--- src/rtl/boot_pkg.sv ---
// Shared definitions for the Hack CPU boot sequencer: state encoding and ROM capacity helper.
package boot_pkg;

  localparam int unsigned BYTE_W = 8;
  localparam int unsigned WORD_W = 16;

  localparam logic [2:0] ST_HDR_HI  = 3'd0;
  localparam logic [2:0] ST_HDR_LO  = 3'd1;
  localparam logic [2:0] ST_DAT_HI  = 3'd2;
  localparam logic [2:0] ST_DAT_LO  = 3'd3;
  localparam logic [2:0] ST_CSUM_HI = 3'd4;
  localparam logic [2:0] ST_CSUM_LO = 3'd5;
  localparam logic [2:0] ST_RUN     = 3'd6;
  localparam logic [2:0] ST_ERROR   = 3'd7;

  typedef enum logic [2:0] {
    HDR_HI  = ST_HDR_HI,
    HDR_LO  = ST_HDR_LO,
    DAT_HI  = ST_DAT_HI,
    DAT_LO  = ST_DAT_LO,
    CSUM_HI = ST_CSUM_HI,
    CSUM_LO = ST_CSUM_LO,
    RUN     = ST_RUN,
    ERROR   = ST_ERROR
  } bootState_t;

  // One bit wider than a word so a 16-bit address space still fits.
  function automatic logic [WORD_W:0] maxWords(input int unsigned addrW);
    return (WORD_W+1)'(1) << addrW;
  endfunction

endpackage

--- src/rtl/boot_sequencer_if.sv ---
// UART RX byte stream and instruction ROM write port seen by the boot sequencer.
interface boot_sequencer_if #(
  parameter int unsigned ADDR_W = 15
);
  import boot_pkg::*;

  logic [BYTE_W-1:0] rx_data;
  logic              rx_valid;
  logic              rx_ready;
  logic              rom_we;
  logic [ADDR_W-1:0] rom_addr;
  logic [WORD_W-1:0] rom_wdata;

  modport master (
    input  rx_data, rx_valid,
    output rx_ready, rom_we, rom_addr, rom_wdata
  );

  modport slave (
    output rx_data, rx_valid,
    input  rx_ready, rom_we, rom_addr, rom_wdata
  );
endinterface

--- src/rtl/boot_sequencer_byte_pair_asm.sv ---
// Big-endian byte pair assembler: keeps the high byte, presents the full word on the low byte.
module byte_pair_asm
  import boot_pkg::*;
(
  input  logic              clk,
  input  logic              rstn,
  input  logic              clear,
  input  logic              byteValid,
  input  logic              isLow,
  input  logic [BYTE_W-1:0] byteIn,
  output logic [WORD_W-1:0] word_c,
  output logic              wordValid_c
);

  logic [BYTE_W-1:0] hiReg;

  always_ff @(posedge clk or negedge rstn) begin
    if (!rstn) begin
      hiReg <= '0;
    end else if (clear) begin
      hiReg <= '0;
    end else if (byteValid && !isLow) begin
      hiReg <= byteIn;
    end
  end

  assign word_c      = {hiReg, byteIn};
  assign wordValid_c = byteValid && isLow && !clear;

endmodule

--- src/rtl/boot_sequencer.sv ---
// Holds the Hack CPU in reset while a checksummed program image is loaded into instruction ROM.
module boot_sequencer
  import boot_pkg::*;
#(
  parameter int unsigned ADDR_W = 15
)(
  input  logic              clk,
  input  logic              rstn,
  boot_sequencer_if.master  bus,
  input  logic              boot_req,
  output logic              cpu_rstn,
  output logic              busy,
  output logic              done,
  output logic              err,
  output logic [WORD_W-1:0] words_loaded
);

  bootState_t        state;
  logic              rdyReg;
  logic [WORD_W-1:0] nWords;
  logic [WORD_W-1:0] sumAcc;
  logic              romWe;
  logic [ADDR_W-1:0] romAddr;
  logic [WORD_W-1:0] romWdata;

  logic              accept;
  logic              isLow;
  logic [WORD_W-1:0] word_c;
  logic              wordValid_c;

  // boot_req wins over a same-cycle byte, so ready drops combinationally.
  assign bus.rx_ready  = rdyReg && !boot_req;
  assign accept        = bus.rx_valid && bus.rx_ready;
  assign isLow         = (state == HDR_LO) || (state == DAT_LO) || (state == CSUM_LO);
  assign bus.rom_we    = romWe;
  assign bus.rom_addr  = romAddr;
  assign bus.rom_wdata = romWdata;

  byte_pair_asm u_asm (
    .clk         (clk),
    .rstn        (rstn),
    .clear       (boot_req),
    .byteValid   (accept),
    .isLow       (isLow),
    .byteIn      (bus.rx_data),
    .word_c      (word_c),
    .wordValid_c (wordValid_c)
  );

  always_ff @(posedge clk or negedge rstn) begin
    if (!rstn) begin
      state        <= HDR_HI;
      rdyReg       <= 1'b1;
      nWords       <= '0;
      sumAcc       <= '0;
      romWe        <= 1'b0;
      romAddr      <= '0;
      romWdata     <= '0;
      cpu_rstn     <= 1'b0;
      busy         <= 1'b1;
      done         <= 1'b0;
      err          <= 1'b0;
      words_loaded <= '0;
    end else begin
      romWe <= 1'b0;
      if (boot_req) begin
        state        <= HDR_HI;
        rdyReg       <= 1'b1;
        sumAcc       <= '0;
        cpu_rstn     <= 1'b0;
        busy         <= 1'b1;
        done         <= 1'b0;
        err          <= 1'b0;
        words_loaded <= '0;
      end else if (accept) begin
        case (state)
          HDR_HI:  state <= HDR_LO;
          HDR_LO: begin
            nWords <= word_c;
            if ({1'b0, word_c} > maxWords(ADDR_W)) begin
              state  <= ERROR;
              rdyReg <= 1'b0;
              err    <= 1'b1;
              busy   <= 1'b0;
            end else if (word_c == '0) begin
              state <= CSUM_HI;
            end else begin
              state <= DAT_HI;
            end
          end
          DAT_HI:  state <= DAT_LO;
          DAT_LO: begin
            romWe        <= wordValid_c;
            romAddr      <= ADDR_W'(words_loaded);
            romWdata     <= word_c;
            words_loaded <= words_loaded + WORD_W'(1);
            sumAcc       <= sumAcc + word_c;
            state        <= (words_loaded + WORD_W'(1) == nWords) ? CSUM_HI : DAT_HI;
          end
          CSUM_HI: state <= CSUM_LO;
          CSUM_LO: begin
            rdyReg <= 1'b0;
            busy   <= 1'b0;
            if (word_c == sumAcc) begin
              state    <= RUN;
              cpu_rstn <= 1'b1;
              done     <= 1'b1;
            end else begin
              state <= ERROR;
              err   <= 1'b1;
            end
          end
          default: ;
        endcase
      end
    end
  end

endmodule

--- src/flat_wrapper.sv ---
// flat-port wrapper written by rule: the top's interface ports become plain ports
module boot_sequencer_flat import boot_pkg::*;
#(
  parameter int unsigned ADDR_W = 15
)
  (clk, rstn, boot_req, cpu_rstn, busy, done, err, words_loaded, bus_rx_data, bus_rx_valid, bus_rx_ready, bus_rom_we, bus_rom_addr, bus_rom_wdata);
  boot_sequencer_if #(.ADDR_W(ADDR_W)) bus_i ();
  input  logic clk;
  input  logic rstn;
  input  logic boot_req;
  output logic cpu_rstn;
  output logic busy;
  output logic done;
  output logic err;
  output logic [WORD_W-1:0] words_loaded;
  input wire logic [$bits(bus_i.rx_data)-1:0] bus_rx_data;
  input wire logic [$bits(bus_i.rx_valid)-1:0] bus_rx_valid;
  output wire logic [$bits(bus_i.rx_ready)-1:0] bus_rx_ready;
  output wire logic [$bits(bus_i.rom_we)-1:0] bus_rom_we;
  output wire logic [$bits(bus_i.rom_addr)-1:0] bus_rom_addr;
  output wire logic [$bits(bus_i.rom_wdata)-1:0] bus_rom_wdata;
  assign bus_i.rx_data = bus_rx_data;
  assign bus_i.rx_valid = bus_rx_valid;
  assign bus_rx_ready = bus_i.rx_ready;
  assign bus_rom_we = bus_i.rom_we;
  assign bus_rom_addr = bus_i.rom_addr;
  assign bus_rom_wdata = bus_i.rom_wdata;
  boot_sequencer #(.ADDR_W(ADDR_W)) u_core (.clk(clk), .rstn(rstn), .bus(bus_i), .boot_req(boot_req), .cpu_rstn(cpu_rstn), .busy(busy), .done(done), .err(err), .words_loaded(words_loaded));
endmodule
--- config.mk ---
export PLATFORM = sky130hd
export DESIGN_NAME = boot_sequencer_flat
export DESIGN_NICKNAME = d
export VERILOG_FILES = /design/src/rtl/boot_pkg.sv /design/src/rtl/boot_sequencer_if.sv /design/src/rtl/boot_sequencer_byte_pair_asm.sv /design/src/rtl/boot_sequencer.sv /design/src/flat_wrapper.sv
export SDC_FILE = /design/constraint.sdc
export NUM_CORES = 1
export LEC_CHECK = 0
export CAP_MARGIN = 10
export CORE_UTILIZATION = 56
export DETAILED_ROUTE_END_ITERATION = 7
export PLACE_DENSITY = 0.8
export SYNTH_ARGS = -nofsm -noshare
export SYNTH_HDL_FRONTEND = slang
export SYNTH_SLANG_ARGS = --single-unit
export TNS_END_PERCENT = 50
--- constraint.sdc ---
create_clock -name clk -period 4.7 [get_ports clk]
set_input_delay 0.94 -clock clk [delete_from_list [all_inputs] [get_ports clk]]
set_output_delay 0.94 -clock clk [all_outputs]
set_load 0.05 [all_outputs]
== Yosys cells after proc, flatten, opt, wreduce, memory -nomap -nowiden ==
Cells that the tools add are included.
Storage, ports and cells
  output and inout port bits: 53
  register bits: 94
  memories kept: 0
  latch bits: 0
  bits of input ports: 12
  memory bits (read-only): 0
  word-level logic and storage cells: 80
  RAM bits: 0
Operators by class
  reduce and logical (&&, ||, !) cells: 25
  shift operators: 0
  multiply operators: 0
  eq/ne operators: 9
  divide/modulo/power cells: 0
  bitwise operators: 1
  muxes and demuxes: 31
  order comparisons: 1
  add/sub/neg operators: 2
Operator list (count)
  $mux W16: 6
  $eq A16 B16 Y1: 2
  $pmux W3 S6: 1
  $add A16 B1 Y16 const B: 1
  $add A16 B16 Y16: 1
  $gt A16 B16 Y1 const B: 1
  $logic_not A16 Y1: 1
  $mux W8: 2
  $mux W1: 15
  $mux W3: 5
  $reduce_and A3 Y1: 4
  $reduce_bool A2 Y1: 5
  $reduce_bool A7 Y1: 1
  $eq A3 B2 Y1 const B: 2
  $eq A3 B3 Y1 const B: 2
  $ne A3 B3 Y1 const B: 2
  $logic_and A1 B1 Y1: 5
  $pmux W1 S2: 2
  $reduce_and A2 Y1: 2
  $reduce_and A4 Y1: 1
  $eq A3 B1 Y1 const B: 1
  $logic_not A3 Y1: 1
  $reduce_bool A3 Y1: 1
  $logic_not A1 Y1: 2
  2 further kinds: 3

== Logic depth before layout (Yosys ltp) ==
Gate-level depths: netlist (run 1).
  depth in word-level cells: 8
  mapped depth: 9
  gate-level depth less buffers: 9

== Modules after synthesis ==
From an unflattened synthesis (run 1), not the netlist that was laid out.
Second synthesis, totals
  cells, all modules: 563
  area, all modules: 5252.5 um^2
By module, submodules not included
  boot_sequencer: cells an instance 519, times used 1, sequential area each 2153.3 um^2, area each 4760.8 um^2
  byte_pair_asm: cells an instance 44, times used 1, sequential area each 200.2 um^2, area each 491.7 um^2

== Least setup slack after synthesis (run 1) ==
No wires, ideal clock.
  path type: input -> register
  from: input port bus_rx_data[0]
  to: register u_core.sumAcc[14]
  path buffers: 0
  slack: 1527 ps
  arrival time: 3037 ps
  stages on the path: 9
  library setup time: 135 ps
  required time: 4565 ps
  cell sequence: ha_1 > fa_1 > a211o_1 > a211oi_1 > o31ai_1 > o41ai_1 > o21ai_0 > xnor2_1 > o21ai_0
Between the ends
  longest elaborated chain between the ends: 4
Ends and longest elaborated chain
  from (decl): RTL line flat_wrapper.sv:16  | input wire logic [$bits(bus_i.rx_data)-1:0] bus_rx_data;
  $add A16 B16 Y16: RTL line boot_sequencer.sv:97  | sumAcc <= sumAcc + word_c;
  $mux W16: RTL line boot_sequencer.sv:76  | case (state)
  $mux W16: RTL line boot_sequencer.sv:75  | end else if (accept) begin
  $mux W16: RTL line boot_sequencer.sv:66  | if (boot_req) begin
  to (signal assigned): RTL line boot_sequencer.sv:97
  to (decl): RTL line boot_sequencer.sv:21  | logic [WORD_W-1:0] sumAcc;
Every way passes these cells. The select of a mux whose other input is x is not followed.
A chain may end at the register's enable or synchronous reset.

== Worst setup path in the final report (run 1) ==
Same ends and word-level chain as after synthesis.

==> results of run 1 <==
flip-flops by register name (all words and copies together), names as in the netlist:
register	flops
u_core.cpu_rstn	1
u_core.err	1
u_core.sumAcc	16
u_core.busy	1
u_core.state	3
u_core.u_asm.hiReg	8
u_core.bus.rom_wdata	16
u_core.words_loaded	16
u_core.bus.rom_addr	15
u_core.nWords	16
u_core.bus.rom_we	1
power breakdown:
| group | switching [uW] | leakage [uW] | internal, uW |
|---|---|---|---|
| registers | 75.9 | 0.00127 | 879 |
| logic | 225 | 0.00134 | 171 |
| clock network | 302 | 0.000127 | 372 |
stage by stage:
stage | instance area [um2] | total power, uW | std cells | hold slack [ns] | setup WS [ns]
2_1_floorplan | 5180 | 1230 | 567 | 0.473 | 1.53
3_3_place_gp | 5870 | 1340 | 712 | 0.457 | 0.807
3_5_place_dp | 5870 | 1360 | 712 | 0.461 | 0.767
4_1_cts | 6120 | 2030 | 728 | 0.485 | 1.14
5_1_grt | 6120 | 2110 | 728 | 0.515 | 0.859
6_report | 6120 | 2030 | 728 | 0.479 | 1.06
synth_stat cells, types with 3 or more instances:
cell      instances
xor2_1           12
inv_1            12
nor3_1           12
nand3_1          20
xnor2_1          24
nand2_1         135
a211oi_1          7
clkbuf_1         22
a21o_1            3
dfrtp_1          93
nor4_1           10
nor2_1           33
nor2b_1           9
o31ai_1           5
o21bai_1          4
buf_2             4
or3_1             5
mux2i_1           5
a21oi_1          21
nand2b_1          3
o21a_1            4
ha_1             17
buf_1             3
mux2_2           18
o21ai_0          34
nand4_1           7
worst max path at each step:
stage,cells past startpoint,slack (ns),from,endpoint
floorplan,9,1.53,bus_rx_data[0],u_core.sumAcc[14]
global placement,10,0.81,bus_rx_data[0],u_core.sumAcc[14]
detailed placement,10,0.77,bus_rx_data[0],u_core.sumAcc[14]
CTS,10,1.14,bus_rx_data[0],u_core.sumAcc[14]
global route,10,0.86,bus_rx_data[0],u_core.sumAcc[14]
finish,10,1.06,bus_rx_data[0],u_core.sumAcc[14]
layer usage:
metal,vias to the layer above,share of wire,global-route usage
li1,2064,-,-
met1,2118,0.43,0.351
met2,150,0.49,0.461
met3,32,0.051,0.0458
met4,0,0.028,0.125
met5,-,0,0
worst reg2reg max path, cell delays in order, from the launching register on:
cell and delay [ns]:
dfrtp_1 0.40, ha_1 0.23, fa_1 0.42, a211o_1 0.31, a211oi_1 0.35, o31ai_1 0.19, o41ai_1 0.41, o21ai_0 0.19
xnor2_1 0.17, o21ai_0 0.09
logic make-up (layout without fill, tap and decap cells):
logic type,Yosys count,count (layout),synth area share
flip-flops,94,94,0.454
XOR/XNOR,38,38,0.0695
AO/OA/AOI/OAI,100,100,0.126
buffers and inverters,44,97,0.0340
adder cells (fa/ha/maj),18,18,0.0449
AND/OR/NAND/NOR,250,250,0.223
multiplexers,23,23,0.0488
area by class of cell:
class                           instances  area [um2]  share of cell area
Inverter                               12        45.0             0.00736
Clock inverter                          6         116              0.0190
Tap cell                              108         135              0.0221
Timing Repair Buffer                   69         676               0.110
Clock buffer                           10         138              0.0225
Sequential cell                        94        2350               0.385
Multi-Input combinational cell        429        2660               0.434
==> out/results.txt, run 1 <==
Status - complete, but fails checks
Failing checks - DRC
Worst-Margin Slew - 1.04 ns
Top_reg_cell synth - dfrtp_1
Syn nets - 597
Arr. time, crit path - 3.86 ns
Port bufs - 64
Synthesis Warnings - 0
Final period utilization - 0.774
Worst hold path stage count - 2
Startpoint types - input pin
Finished Core Util - 0.692
Avg Synthesized Cell Area - 9.14 um2
Fraction of the yosys area taken by sequential cells - 0.454
Starting density of the core - 0.586
Core Area - 8850 um2
Top delay family on crit path - compound AO/OA/AOI/OAI gates
Drt initial violations - 230
WL final - 12,500 um
Tot GR Track Use - 0.275
R2R Setup Slk - 1.80 ns
Grt ovf - 0
Worst vdd ir - 0.201 mV
Tmin final - 3.64 ns
Most frequent cells in the layout - nand2_1, dfrtp_1, clkdlybuf4s50_1
F_max - 275 MHz
Syn Inst Count - 567
Routed Antenna Nets - 0
RSZ-0062 raised after global routing - false
Worst Clk Skew - 0.0112 ns
Post_cts resized - 0
Vias in the first global route - 4,239
Hold Buf Count CTS - 0
Layout Nets - 645
Post-synthesis async set-or-reset flop share - 1.00
Routability cong. - 0.964
Worst path slowest cell - clkdlybuf4s50_1
# IOs - 65
DRC Markers - 5
Worst Hold Launch - u_core.bus.rom_addr[12]
# Max-Cap Violations - 0
Crit. End Element - register
P_leak - 0.00274 uW
FILL cells - 669
Post-synth top area share - 0.449
Post-DP HPWL - 8770 um
Root buf cell - clkbuf_8
Total CTS buffers - 9
PwrDens - 331 nW/um2
Avg WL per Cell - 17.2 um
Via density - 5.99
Most common cell after layout, fill and taps aside - nand2_1
Number of iterations in the first detailed-routing pass - 8
CTS max path bufs - 2
Worst reg-to-reg path cell count - 9
Worst R2R Start - u_core.sumAcc[0]
Die X-Extent - 98.2 um
WS Path Type - input pin to register
Die ar. - 9640 um2
Buf+Inv Stages, Crit Path - 1
#FFs+latches synth - 94
CP cell instances - clkdlybuf4s50_1 -> ha_1 -> fa_1 -> a211o_1 -> a211oi_1 -> o31ai_1 -> o41ai_1 -> o21ai_0 -> xnor2_1 -> o21ai_0
CTS Sinks - 94
# setup viols final - 0
H-tree depth - 3
Syn-to-layout area delta - 18.1%
Setup TNS - 0 ns
Hold Path Sink - u_core.bus.rom_addr[12]
Fraction of layout cells with a size suffix above 1 - 0.0887
Worst Hold Class - register to register
Number of hold violations in the final report - 0
Initial antenna violation count - 0
Die Ht - 98.2 um
Site row count - 34
Delay of the slowest cell on the worst path - 0.50 ns
Synthesized area - 5180 um2
Cell mode on critical path - o21ai_0
CP Max Fanout - 5
Netlist cell types - 60
Largest net degree at the start of global routing - 62
Req. time, crit path - 4.92 ns
Slew Viols, Final - 0
First-pass GRT wire length - 20,800 um
Vias - 4,364
FF-to-FF End - u_core.sumAcc[14]
Top post-synthesis cells by area - dfrtp_1, nand2_1, ha_1
CTS tree - yes
Synth area leader - dfrtp_1
Slew margin rel. - 0.305
EDFF count, synth - 0
# diodes - 0
Worst-path clk slew - 0.09 ns
Post-CTS Setup Inserts - 0
Insertion delay to the later sink of the worst-skew pair - 0.37 ns
(Power assumes the default switching activity.)
==> run 2, diff against run 1 <==
- CORE_UTILIZATION: 56 -> 51
- PLACE_DENSITY: 0.8 -> 0.77
- clock period: 4.7 -> 3.3 ns (I/O delays scaled with it)
==> out/results.txt, run 2 (synthesized netlist as in run 1, its figures left out) <==
Status - finished, final reports clean
RSZ-0062 raised after global routing - false
Grt ovf - 0 (unchanged)
Initial antenna violation count - 0 (unchanged)
Worst vdd ir - 0.312 mV (+55%)
R2R Setup Slk - 0.56 ns (-1.24 ns)
PwrDens - 434 nW/um2 (+31%)
F_max - 343 MHz
Layout Nets - 658 (+2.0%)
Post-DP HPWL - 8800 um (+0.35%)
Startpoint types - input pin
Syn-to-layout area delta - 20.0%
# setup viols final - 0 (unchanged)
Root buf cell - clkbuf_8
# diodes - 0 (unchanged)
Port bufs - 64 (unchanged)
CP cell instances - clkdlybuf4s50_1 -> ha_1 -> fa_1 -> a211o_1 -> a211oi_1 -> o31ai_1 -> o41ai_1 -> o21ai_0 -> xnor2_1 -> o21ai_0
CTS Sinks - 94 (unchanged)
# Max-Cap Violations - 0 (unchanged)
Final period utilization - 0.882
Most frequent cells in the layout - nand2_1, dfrtp_1, clkdlybuf4s50_1
Buf+Inv Stages, Crit Path - 1 (unchanged)
Die ar. - 10,600 um2 (+9.6%)
Worst-path clk slew - 0.11 ns (+0.02 ns)
Insertion delay to the later sink of the worst-skew pair - 0.38 ns (about the same)
Number of hold violations in the final report - 0 (unchanged)
FILL cells - 838 (+25%)
Via density - 5.79 (-3.4%)
Number of iterations in the first detailed-routing pass - 5 (-3)
P_leak - 0.00279 uW (+1.6%)
Final Power - 2700 uW (+33%)
Worst path slowest cell - clkdlybuf4s50_1
Worst Clk Skew - 0.0144 ns (+0.00326 ns)
Most common cell after layout, fill and taps aside - nand2_1
CTS max path bufs - 2 (unchanged)
# IOs - 65 (unchanged)
Largest net degree at the start of global routing - 67 (+8.1%)
Routed Antenna Nets - 0 (unchanged)
Tot GR Track Use - 0.250 (-0.0246)
Final cell count without fillers - 766 (+5.2%)
WS Path Type - input pin to register
Total CTS buffers - 9 (unchanged)
Setup TNS - 0 ns (unchanged)
Top delay family on crit path - compound AO/OA/AOI/OAI gates
Drt initial violations - 281 (+22%)
Vias in the first global route - 4,160 (-1.9%)
Tmin final - 2.91 ns
Die Ht - 103 um (+4.7%)
Avg WL per Cell - 16.1 um (-6.6%)
Fraction of layout cells with a size suffix above 1 - 0.109 (+0.0203)
Cell mode on critical path - o21ai_0
Hold Buf Count CTS - 0 (unchanged)
Area post-placement - 6020 um2 (+2.6%)
Routability cong. - 0.931 (-3.5%)
Slew Viols, Final - 0 (unchanged)
Placed cells - 750 (+5.3%)
DRC Markers - 0 (-5)
H-tree depth - 3 (unchanged)
Req. time, crit path - 3.54 ns (-1.38 ns)
Fin worst setup slack - 0.388 ns (-0.675 ns)
Arr. time, crit path - 3.15 ns (-0.71 ns)
Starting density of the core - 0.528 (-0.0579)
Post_cts resized - 0 (unchanged)
Die X-Extent - 103 um (+4.7%)
First-pass GRT wire length - 20,200 um (-2.9%)
Crit. End Element - register
Core Area - 9820 um2 (+11%)
Slew margin rel. - 0.214 (-0.0913)
Site row count - 36 (+5.9%)
Final instance area - 6220 um2 (+1.6%)
WL final - 12,300 um (-1.7%)
CTS tree - yes
CP Max Fanout - 2 (-3)
Placement Setup Slack - -0.0180 ns (-0.785 ns)
Vias - 4,437 (+1.7%)
Delay of the slowest cell on the worst path - 0.43 ns (-0.07 ns)
Worst-Margin Slew - 1.18 ns (+0.137 ns)
Worst Hold Class - input pin to async pin
Post-CTS Setup Inserts - 0 (unchanged)
-- run 2: cell types whose count changed in the layout (fill, tap and decap cells not counted), sizes merged --
cell and change:
clkinvlp +1, buf +14, inv +3, bufinv -3, clkbuf -1, clkdlybuf4s50 -1
-- run 2: per-layer routing --
layer / part of all wire / track usage / up-vias
met5: 0 / 0 / -
met2: 0.48 / 0.405 / 152
met4: 0.027 / 0.111 / 0
met3: 0.050 / 0.0393 / 28
met1: 0.45 / 0.335 / 2168
li1: - / - / 2089
-- run 2: area by class of cell --
| class | count | area, um2 | area share |
|---|---|---|---|
| inverter | 12 | 45.0 | 0.00724 |
| clock buffer | 9 | 124 | 0.0199 |
| timing repair buffer | 82 | 796 | 0.128 |
| tap | 133 | 166 | 0.0268 |
| sequential | 94 | 2350 | 0.379 |
| multi-input combinational | 429 | 2660 | 0.427 |
| clock inverter | 7 | 75.1 | 0.0121 |
-- run 2: final timing paths --
kind	cells past startpoint	startpoint	end
max	10	bus_rx_data[0]	u_core.sumAcc[14]
min	1	rstn	u_core.bus.rom_addr[8]
max reg2reg	8	u_core.u_asm.hiReg[3]	u_core.sumAcc[15]
min reg2reg	2	u_core.bus.rom_addr[12]	u_core.bus.rom_addr[12]
max in group asynchronous	2	rstn	u_core.busy
min in group clk	2	u_core.bus.rom_addr[12]	u_core.bus.rom_addr[12]
-- run 2: power by group --
part / switching (uW) / total, uW / internal, uW / leakage, uW
clock: 473 / 773 / 300 / 0.0000985
combinational: 313 / 567 / 253 / 0.00141
sequential: 109 / 1360 / 1250 / 0.00127
total: 895 / 2700 / 1810 / 0.00279
-- run 2: through the flow --
step            util  hold slack [ns]
6_report       0.633            0.195
3_3_place_gp   0.613            0.457
3_5_place_dp   0.613            0.461
2_1_floorplan      -            0.364
5_1_grt        0.633            0.222
4_1_cts        0.633            0.205
